[config.mk]
export PLATFORM = sky130hd
export DESIGN_NAME = trng_conditioner
export DESIGN_NICKNAME = d
export VERILOG_FILES = /design/src/rtl/trng_pkg.sv /design/src/rtl/trng_vn_debias.sv /design/src/rtl/trng_conditioner.sv
export SDC_FILE = /design/constraint.sdc
export NUM_CORES = 1
export LEC_CHECK = 0
export ABC_AREA = 1
export CAP_MARGIN = 40
export CORE_MARGIN = 5
export CORE_UTILIZATION = 50
export DETAILED_ROUTE_END_ITERATION = 6
export DONT_BUFFER_PORTS = 1
export PLACE_DENSITY = 0.68
export SLEW_MARGIN = 20
export SYNTH_ARGS = -nofsm -noshare
export SYNTH_HDL_FRONTEND = slang
export SYNTH_SLANG_ARGS = --single-unit
[constraint.sdc]
create_clock -name i_clk -period 1.7 [get_ports i_clk]
set_clock_uncertainty 0.1 [all_clocks]
set_input_delay 0.425 -clock i_clk [delete_from_list [all_inputs] [get_ports i_clk]]
set_output_delay 0.425 -clock i_clk [all_outputs]
set_load 0.05 [all_outputs]
[src/rtl/trng_pkg.sv]
// Shared constants and types for the TRNG conditioning path (pair codes, debiaser states, byte width).
package trng_pkg;

    localparam int TRNG_BYTE_W = 8;

    // Pair codes are {first sample, second sample}.
    localparam logic [1:0] PAIR_01 = 2'b01;
    localparam logic [1:0] PAIR_10 = 2'b10;

    typedef enum logic {
        FIRST  = 1'b0,
        SECOND = 1'b1
    } vn_state_e;

    function automatic logic vn_pair_valid(input logic [1:0] pair);
        return (pair == PAIR_01) || (pair == PAIR_10);
    endfunction

endpackage

[src/rtl/trng_vn_debias.sv]
// Von Neumann extractor: pairs consecutive strobed samples, emits the first sample of an unequal pair.
// Output is combinational in the SECOND-phase strobe cycle; no backpressure (the caller discards).
module trng_vn_debias
    import trng_pkg::*;
(
    input  logic i_clk,
    input  logic i_rst,
    input  logic i_enable,
    input  logic i_smp_stb,
    input  logic i_smp,
    output logic o_vn_valid,
    output logic o_vn_bit
);

    vn_state_e r_state;
    vn_state_e w_state_nxt;
    logic      r_b0;
    logic [1:0] w_pair;

    always_ff @(posedge i_clk) begin
        if (i_rst) begin
            r_state <= FIRST;
            r_b0    <= 1'b0;
        end else begin
            r_state <= w_state_nxt;
            if (i_smp_stb && (r_state == FIRST)) begin
                r_b0 <= i_smp;
            end
        end
    end

    always_comb begin
        w_state_nxt = r_state;
        if (!i_enable) begin
            w_state_nxt = FIRST;
        end else if (i_smp_stb) begin
            case (r_state)
                FIRST:   w_state_nxt = SECOND;
                SECOND:  w_state_nxt = FIRST;
                default: w_state_nxt = FIRST;
            endcase
        end
    end

    always_comb begin
        w_pair     = {r_b0, i_smp};
        o_vn_valid = i_smp_stb && (r_state == SECOND) && vn_pair_valid(w_pair);
        o_vn_bit   = (w_pair == PAIR_10);
    end

endmodule

[src/rtl/trng_conditioner.sv]
// Raw entropy sync, decimation, von Neumann debias and byte packing onto a valid/ready port; byte valid on the
// edge its 8th bit lands, stalls full when the holder is busy. Optional repetition health test: TRNG_HEALTH_EN.
module trng_conditioner
    import trng_pkg::*;
#(
    parameter int SAMPLE_DIV = 4,
    parameter int REP_LIMIT  = 32
) (
    input  logic                   i_clk,
    input  logic                   i_rst,
    input  logic                   i_raw_bit,
    input  logic                   i_enable,
    output logic [TRNG_BYTE_W-1:0] o_out_data,
    output logic                   o_out_valid,
    input  logic                   i_out_ready,
    output logic                   o_health_fail
);

    localparam logic [7:0] DIV_LAST = 8'(SAMPLE_DIV - 1);
    localparam logic [3:0] CNT_LAST = 4'(TRNG_BYTE_W - 1);
    localparam logic [3:0] CNT_FULL = 4'(TRNG_BYTE_W);

    // Out-of-range parameters elaborate this marker block so they are easy to spot in a netlist.
    if (SAMPLE_DIV < 1 || SAMPLE_DIV > 255 || REP_LIMIT < 2 || REP_LIMIT > 255) begin : g_param_out_of_range
    end

    logic                   r_s1;
    logic                   r_s2;
    logic [7:0]             r_div_cnt;
    logic                   w_smp_stb;
    logic                   w_vn_valid;
    logic                   w_vn_bit;
    logic [TRNG_BYTE_W-1:0] r_shift;
    logic [3:0]             r_bit_cnt;
    logic [TRNG_BYTE_W-1:0] r_out_data;
    logic                   r_out_valid;
    logic                   w_health_fail;
    logic                   w_hold_free;
    logic                   w_bit_take;
    logic                   w_byte_rdy;
    logic [TRNG_BYTE_W-1:0] w_shift_ins;
    logic [TRNG_BYTE_W-1:0] w_byte;

    always_ff @(posedge i_clk) begin
        if (i_rst) begin
            r_s1 <= 1'b0;
            r_s2 <= 1'b0;
        end else begin
            r_s1 <= i_raw_bit;
            r_s2 <= r_s1;
        end
    end

    always_ff @(posedge i_clk) begin
        if (i_rst || !i_enable) begin
            r_div_cnt <= 8'd0;
        end else if (r_div_cnt == DIV_LAST) begin
            r_div_cnt <= 8'd0;
        end else begin
            r_div_cnt <= r_div_cnt + 8'd1;
        end
    end

    assign w_smp_stb = i_enable && (r_div_cnt == DIV_LAST);

    trng_vn_debias u_vn_debias (
        .i_clk      (i_clk),
        .i_rst      (i_rst),
        .i_enable   (i_enable),
        .i_smp_stb  (w_smp_stb),
        .i_smp      (r_s2),
        .o_vn_valid (w_vn_valid),
        .o_vn_bit   (w_vn_bit)
    );

    // Bits arriving while the packer sits full at CNT_FULL are dropped, not queued.
    assign w_hold_free = !o_out_valid || i_out_ready;
    assign w_bit_take  = w_vn_valid && (r_bit_cnt < CNT_FULL);
    assign w_byte_rdy  = (w_bit_take && (r_bit_cnt == CNT_LAST)) || (r_bit_cnt == CNT_FULL);

    always_comb begin
        w_shift_ins = r_shift;
        if (r_bit_cnt < CNT_FULL) begin
            w_shift_ins[r_bit_cnt[2:0]] = w_vn_bit;
        end
        w_byte = (r_bit_cnt == CNT_FULL) ? r_shift : w_shift_ins;
    end

    always_ff @(posedge i_clk) begin
        if (i_rst) begin
            r_shift     <= '0;
            r_bit_cnt   <= 4'd0;
            r_out_data  <= '0;
            r_out_valid <= 1'b0;
        end else if (w_health_fail) begin
            r_out_valid <= 1'b0;
            r_bit_cnt   <= 4'd0;
        end else begin
            if (o_out_valid && i_out_ready) begin
                r_out_valid <= 1'b0;
            end
            if (!i_enable) begin
                r_bit_cnt <= 4'd0;
            end else if (w_byte_rdy && w_hold_free) begin
                r_shift     <= w_byte;
                r_out_data  <= w_byte;
                r_out_valid <= 1'b1;
                r_bit_cnt   <= 4'd0;
            end else if (w_byte_rdy) begin
                r_shift   <= w_byte;
                r_bit_cnt <= CNT_FULL;
            end else if (w_bit_take) begin
                r_shift   <= w_shift_ins;
                r_bit_cnt <= r_bit_cnt + 4'd1;
            end
        end
    end

`ifdef TRNG_HEALTH_EN
    localparam logic [7:0] REP_LIM8 = 8'(REP_LIMIT);

    logic       r_health_fail;
    logic [7:0] r_rep_cnt;
    logic       r_rep_prev;
    logic [7:0] w_rep_nxt;

    // A zero count marks "no sample seen yet", so the first sample always starts a run of one.
    always_comb begin
        w_rep_nxt = 8'd1;
        if ((r_rep_cnt != 8'd0) && (r_s2 == r_rep_prev)) begin
            w_rep_nxt = (r_rep_cnt == 8'hFF) ? 8'hFF : (r_rep_cnt + 8'd1);
        end
    end

    always_ff @(posedge i_clk) begin
        if (i_rst) begin
            r_health_fail <= 1'b0;
            r_rep_cnt     <= 8'd0;
            r_rep_prev    <= 1'b0;
        end else if (w_smp_stb) begin
            r_rep_cnt  <= w_rep_nxt;
            r_rep_prev <= r_s2;
            if (w_rep_nxt >= REP_LIM8) begin
                r_health_fail <= 1'b1;
            end
        end
    end

    assign w_health_fail = r_health_fail;
`else
    assign w_health_fail = 1'b0;
`endif

    assign o_out_data    = r_out_data;
    assign o_out_valid   = r_out_valid && !w_health_fail;
    assign o_health_fail = w_health_fail;

endmodule
==> reports/results.tsv, run 1 <==
stage	metric	value	unit
status	status	completed	
worst_setup_path	crit path max fanout	5	
power	Pleak	0.8874	nW
clocking	CTS Hold Bufs	0	
global_routing	gr usage total	0.1504	
worst_setup_path	Critical Path RT	1.87	ns
logic_synthesis	Async SR Flop Fraction	0	
final_layout	Fill cells	277	
logic_synthesis	Post-synth top flop	dfxtp_1	
clocking	clk_lat worst skew	0.33	ns
drt	routed vias/inst	4.623	
worst_setup_path	startpoint types	flip-flop	
clocking	CTS tree	yes	
worst_setup_path	reg-to-reg slack, setup	0.03	ns
drt	routed vias	1313	
worst_setup_path	crit path DAT	1.84	ns
hold_path	Hold EP	r_s2	
power	maximum vdd drop	0.0004638	V
worst_setup_path	RR Endpoint	o_out_data[2]	
drt	detailed-route DRC error count	0	
worst_setup_path	Worst Reg-to-Reg Cells	10	
hold_path	Worst Hold Launch	i_rst	
final_layout	ANT cells	0	
timing	Final period util	0.9818	
placed_design	Place WS	-0.06861	ns
clocking	CTS max path bufs	2	
timing	Slew Limit Headroom	0.6471	
logic_synthesis	Post-Syn Area	1558	um^2
timing	final worst slack	0.03088	ns
worst_setup_path	launch point of the worst reg-to-reg path	r_s2	
placed_design	hpwl dp	2037	um
logic_synthesis	top cell type by total area after synthesis	dfxtp_1	
worst_setup_path	Slowest Stage Delay on Critical Path	0.35	ns
die	Die ar.	4332	um^2
worst_setup_path	Most common cell on crit path	nand4_4	
logic_synthesis	flops & latches, synth	33	
die	die height	65.82	um
logic_synthesis	Synth Instances	221	
global_routing	first-pass GRT wire length	4933	um
timing	Least-Margin Pin Slew	0.5287	ns
timing	minimum clock period	1.669	ns
timing	fin. max-slew vios	0	
worst_setup_path	Critical Path, Cell by Cell	inv_2, ha_4, nor2_4, nand4_4, nand2_4, nand4_4, buf_12, nand2_2, nand2_1, nor2_1	
final_layout	fin nets	248	
clocking	Root Buffer	clkbuf_4	
die	Core Region	3028	um^2
power	Pwr Density	703.2	nW/um^2
clocking	TritonCTS buffer count	5	
timing	final hold slack	0.04856	ns
final_layout	final core utilization	0.6186	
worst_setup_path	endpoint class of the critical path	flip-flop	
global_routing	number of global-route vias before repair	1201	
die	Initial Utilization	0.5145	
timing	Fin Setup TNS	0	ns
placed_design	RD Place Congestion	0.7438	
die	I/O Pins	15	
drt	Pre-antenna DRT Iters	4	
logic_synthesis	Post-Syn Nets	230	
logic_synthesis	YS warnings	0	
global_routing	GR Overflow Total	0	
timing	FMAX	0.5991	GHz
timing	RSZ-0062 raised after global routing	true	
clocking	clk slew on worst S/H paths	0.10	ns
drt	antenna viol nets, final	0	
die	Die W	65.82	um
logic_synthesis	Post-Syn Area per Cell	7.049	um^2
drt	DR WL/cell	10.60	um
global_routing	largest net degree at the start of global routing	18	
final_layout	area grow syn2layout	20.24	%
logic_synthesis	Seq/Total Area, Yosys	0.4241	
global_routing	initial antenna violation count	0	
logic_synthesis	synth cell count leaders	nor2_1, nand2_1, inv_1	
drt	Detailed Route Iter0 Violations	68	
final_layout	register area	666.9	um^2
timing	Hold Vio Cnt, Final	0	
final_layout	share of layout cells above drive strength 1	0.2042	
placed_design	I/O Buffers	0	
clocking	total number of H-tree levels	2	
logic_synthesis	post-synth top area share	0.4241	
clocking	Num Clock Sinks	33	
hold_path	Hold Crit Class	primary input to flip-flop	
run	Max Cap Viol	0	
logic_synthesis	Unique masters post-synth	20	
worst_setup_path	slowest CP cell	dfxtp_2	
worst_setup_path	CP Class	flip-flop to flip-flop	
logic_synthesis	top post-synthesis cells by area	dfxtp_1, nor2_1, nand2_1	
logic_synthesis	Post-synth EDFFs	0	
timing	final setup vio count	0	
logic_synthesis	most frequent cell after synthesis	nor2_1	
die	row count	20	
drt	routed wire length	3009	um
placed_design	Placed Cells	272	
hold_path	Cells on Worst Hold Path	1	
final_layout	area of the multi-input gates	793.3	um^2
final_layout	fin cells	284	
-- worst max path at each step --
stage / from / endpoint / slack [ns] / cells after the start
final: r_s2 / o_out_data[2] / 0.03 / 10
after global routing: r_s2 / o_out_data[4] / -0.07 / 10
after CTS: r_s2 / r_shift[0] / 0.02 / 9
after detailed placement: r_s2 / r_shift[0] / -0.07 / 9
after global placement: r_s2 / r_shift[0] / -0.007 / 9
after floorplan: r_s2 / o_out_data[0] / 0.01 / 9
-- routing by layer --
metal / track usage / part of all wire
met5: 0 / 0
met4: 0.06218 / 0.013
met3: 0.05782 / 0.042
met2: 0.2491 / 0.47
met1: 0.1719 / 0.47
-- stage by stage --
stage | power, W | cell area [um^2]
finish | 0.001317 | 1873
global route | 0.001368 | 1873
CTS | 0.001330 | 1749
detailed placement | 0.0008342 | 1677
global placement | 0.0008331 | 1677
floorplan | 0.0008315 | 1558
-- flip-flops by register name, summed over array words and instances, names as in the netlist --
signal / count
u_vn_debias.r_state: 1
u_vn_debias.r_b0: 1
o_out_valid: 1
r_s2: 1
r_div_cnt: 8
r_shift: 8
r_s1: 1
r_bit_cnt: 4
o_out_data: 8
-- report_power, final --
group | switching [W] | leakage, nW | total [W] | internal, W
sequential | 0.00000239 | 0.269 | 0.000780 | 0.000778
clock | 0.000257 | 0.0413 | 0.000497 | 0.000240
combinational | 0.0000280 | 0.577 | 0.0000405 | 0.0000125
total | 0.000288 | 0.887 | 0.00132 | 0.00103
-- critical path, delay by kind of cell, from the launching register on --
kind	cells	cell delay (ns)
AND/OR/NAND/NOR	7	0.71
flip-flops	1	0.35
buffers and inverters	2	0.22
adder cells (fa/ha/maj)	1	0.21
-- repair_timing --
| item | in CTS | in global routing |
|---|---|---|
| setup endpoints to repair | 16 | 16 |
| resized for setup | 2 | 25 |
| buffers inserted | 0 | 2 |
| pin swaps | 1 | 10 |
| gates cloned | 0 | 2 |
-- cell families (layout without fill, tap and decap cells) --
| family | after synthesis | in the layout | synth area share |
|---|---|---|---|
| AO/OA/AOI/OAI | 24 | 24 | 0.07872 |
| XOR/XNOR | 4 | 4 | 0.02249 |
| adder cells (fa/ha/maj) | 4 | 4 | 0.03213 |
| buffers and inverters | 38 | 57 | 0.1020 |
| flip-flops | 33 | 33 | 0.4241 |
| multiplexers | 4 | 4 | 0.02570 |
| other | 1 | 1 | 0.002407 |
| AND/OR/NAND/NOR | 113 | 113 | 0.3125 |
-- area by class of cell --
class | count | share of cell area
clock buffers | 7 | 0.03474
inverters | 34 | 0.06814
clock inverters | 1 | 0.002672
multi-input cells | 150 | 0.4235
flip-flops and latches | 33 | 0.3560
well taps | 44 | 0.02939
repair buffers | 15 | 0.08550
-- cell usage in the layout (no fill, tap or decap), types with 2 or more instances in the layout --
cell / count
nor2_1: 53
nand2_1: 35
inv_1: 32
dfxtp_1: 28
o21ai_0: 12
buf_4: 12
a21oi_1: 7
nand2_2: 7
nand3_1: 6
clkbuf_4: 5
dfxtp_2: 5
o21ai_1: 4
mux2i_1: 4
xor2_1: 4
nor2_2: 4
ha_1: 3
inv_2: 2
nor2_4: 2
nand4_4: 2
nand2_4: 2
clkbuf_8: 2
clkbuf_16: 2
Note: power is estimated with default switching activity, not from simulation.
==> run 2: changes to the inputs <==
--- a/config.mk
+++ b/config.mk
@@ -8,10 +8,9 @@
 export ABC_AREA = 1
 export CAP_MARGIN = 40
 export CORE_MARGIN = 5
-export CORE_UTILIZATION = 50
+export CORE_UTILIZATION = 45
 export DETAILED_ROUTE_END_ITERATION = 6
 export DONT_BUFFER_PORTS = 1
-export PLACE_DENSITY = 0.68
 export SLEW_MARGIN = 20
 export SYNTH_ARGS = -nofsm -noshare
 export SYNTH_HDL_FRONTEND = slang
==> run 2 against run 1 <==
Register-to-register slack about the same. First-iteration DRC count fell by 37%. Cell area down 4.5%.
==> reports/results.tsv, run 2 (synthesis results as in run 1) <==
stage	metric	value	unit	change
status	status	completed		
placed_design	I/O Buffers	0		unchanged
final_layout	most common cell after layout, fill and taps aside	nor2_1		
run	Max Cap Viol	0		unchanged
hold_path	Hold Crit Class	primary input to flip-flop		
timing	Fin Setup TNS	0	ns	unchanged
clocking	TritonCTS buffer count	5		unchanged
timing	FMAX	0.5989	GHz	about the same
drt	routed vias	1296		-1.3%
placed_design	RD Place Congestion	0.7994		+7.5%
worst_setup_path	endpoint class of the critical path	flip-flop		
final_layout	final core utilization	0.5362		-0.08241
worst_setup_path	Critical Path RT	1.83	ns	-0.04 ns
final_layout	ANT cells	0		unchanged
die	Die ar.	4738	um^2	+9.4%
drt	detailed-route DRC error count	0		unchanged
timing	Slew Limit Headroom	0.6529		+0.005736
global_routing	largest net degree at the start of global routing	17		-1
placed_design	Place WS	-0.05900	ns	+0.009613 ns
drt	routed vias/inst	4.531		-2.0%
drt	antenna viol nets, final	0		unchanged
die	row count	21		+5.0%
final_layout	Fill cells	349		+26%
die	Initial Utilization	0.4668		-0.04765
final_layout	fin nets	248		unchanged
clocking	clk_lat worst skew	0.33	ns	about the same
power	Pleak	0.8728	nW	-1.6%
timing	Hold Vio Cnt, Final	0		unchanged
timing	fin. max-slew vios	0		unchanged
global_routing	initial antenna violation count	0		unchanged
die	Die W	68.84	um	+4.6%
placed_design	hpwl dp	2073	um	+1.8%
clocking	CTS max path bufs	2		unchanged
final_layout	area grow syn2layout	14.86	%	
worst_setup_path	crit path DAT	1.80	ns	-0.04 ns
clocking	Root Buffer	clkbuf_4		
drt	DR WL/cell	10.52	um	-0.73%
global_routing	GR Overflow Total	0		unchanged
drt	routed wire length	3008	um	about the same
timing	Least-Margin Pin Slew	0.5200	ns	-0.008733 ns
timing	Final period util	0.9822		about the same
timing	final hold slack	0.04920	ns	+0.0006396 ns
timing	final setup vio count	0		unchanged
global_routing	gr usage total	0.1435		-0.006890
worst_setup_path	startpoint types	flip-flop		
die	I/O Pins	15		unchanged
final_layout	most frequent cells in the layout	nor2_1, nand2_1, inv_1		
timing	minimum clock period	1.670	ns	+0.0005523 ns
die	die height	68.84	um	+4.6%
timing	final worst slack	0.03033	ns	-0.0005523 ns
drt	Detailed Route Iter0 Violations	43		-37%
power	Pwr Density	688.2	nW/um^2	-2.1%
die	Core Region	3337	um^2	+10%
clocking	total number of H-tree levels	2		unchanged
global_routing	number of global-route vias before repair	1137		-5.3%
power	maximum vdd drop	0.0003734	V	-19%
clocking	CTS Hold Bufs	0		unchanged
worst_setup_path	crit path max fanout	8		+3
final_layout	share of layout cells above drive strength 1	0.1375		-0.06667
global_routing	first-pass GRT wire length	4954	um	+0.43%
timing	RSZ-0062 raised after global routing	true		
clocking	Num Clock Sinks	33		unchanged
clocking	clk slew on worst S/H paths	0.09	ns	about the same
drt	Pre-antenna DRT Iters	4		unchanged
worst_setup_path	CP Class	flip-flop to flip-flop		
clocking	CTS tree	yes		
## run 2: cell count changes in the layout (fill, tap and decap cells not counted), sizes merged
cell    previous run  this run
clkbuf             9         6
buf               13        14
clkinv             1         2
nand4              3         4
## run 2: metrics by stage
step | cells | total power, W | area [um^2]
floorplan | 221 | 0.0008315 | 1558
global placement | 275 | 0.0008353 | 1674
detailed placement | 275 | 0.0008358 | 1674
CTS | 285 | 0.001261 | 1757
global route | 286 | 0.001303 | 1789
finish | 286 | 0.001231 | 1789
## run 2: power by group
part | switching [W] | internal, W
Clock | 0.000253 | 0.000157
Sequential | 0.00000210 | 0.000778
Combinational | 0.0000276 | 0.0000135
Total | 0.000283 | 0.000949
## run 2: what timing repair did
action,4_1_cts,5_1_grt
resized for setup,4,7
setup buffers,1,1
pin swaps,1,3
gates cloned,1,0
endpoints found under the setup margin,16,18
## run 2: final timing paths
| path | start | endpoint | slack [ns] | cells after the start |
|---|---|---|---|---|
| worst max register to register | r_s2 | r_shift[4] | 0.03 | 9 |
| worst max-delay path | r_s2 | r_shift[4] | 0.03 | 9 |
| worst min-delay path | i_rst | o_out_valid | 0.05 | 1 |
| worst min register to register | r_s1 | r_s2 | 0.31 | 2 |
## run 2: routing by layer
| metal | GRT usage | vias to the layer above | wire, um |
|---|---|---|---|
| met1 | 0.1954 | 558 | 1583 |
| met3 | 0.05835 | 6 | 187 |
| met5 | 0 | - | 0 |
| met4 | 0.05839 | 0 | 55 |
| met2 | 0.1990 | 19 | 1181 |
| li1 | - | 713 | - |
## run 2: area by class of cell
cell class | instances | area [um^2] | share of cell area
inverters | 34 | 127.6 | 0.07133
multi-input cells | 151 | 783.3 | 0.4378
clock buffers | 6 | 41.29 | 0.02308
clock inverters | 2 | 10.01 | 0.005594
well taps | 46 | 57.56 | 0.03217
flip-flops and latches | 33 | 664.4 | 0.3713
repair buffers | 14 | 105.1 | 0.05874
## run 2: critical path: stages (launching register included)
cell,delay [ns]
dfxtp_2,0.33
inv_1,0.06
ha_4,0.25
nor2_4,0.14
nand4_4,0.13
nand2_4,0.12
nand2_1,0.07
buf_4,0.17
o21ai_0,0.15
nor2_1,0.05
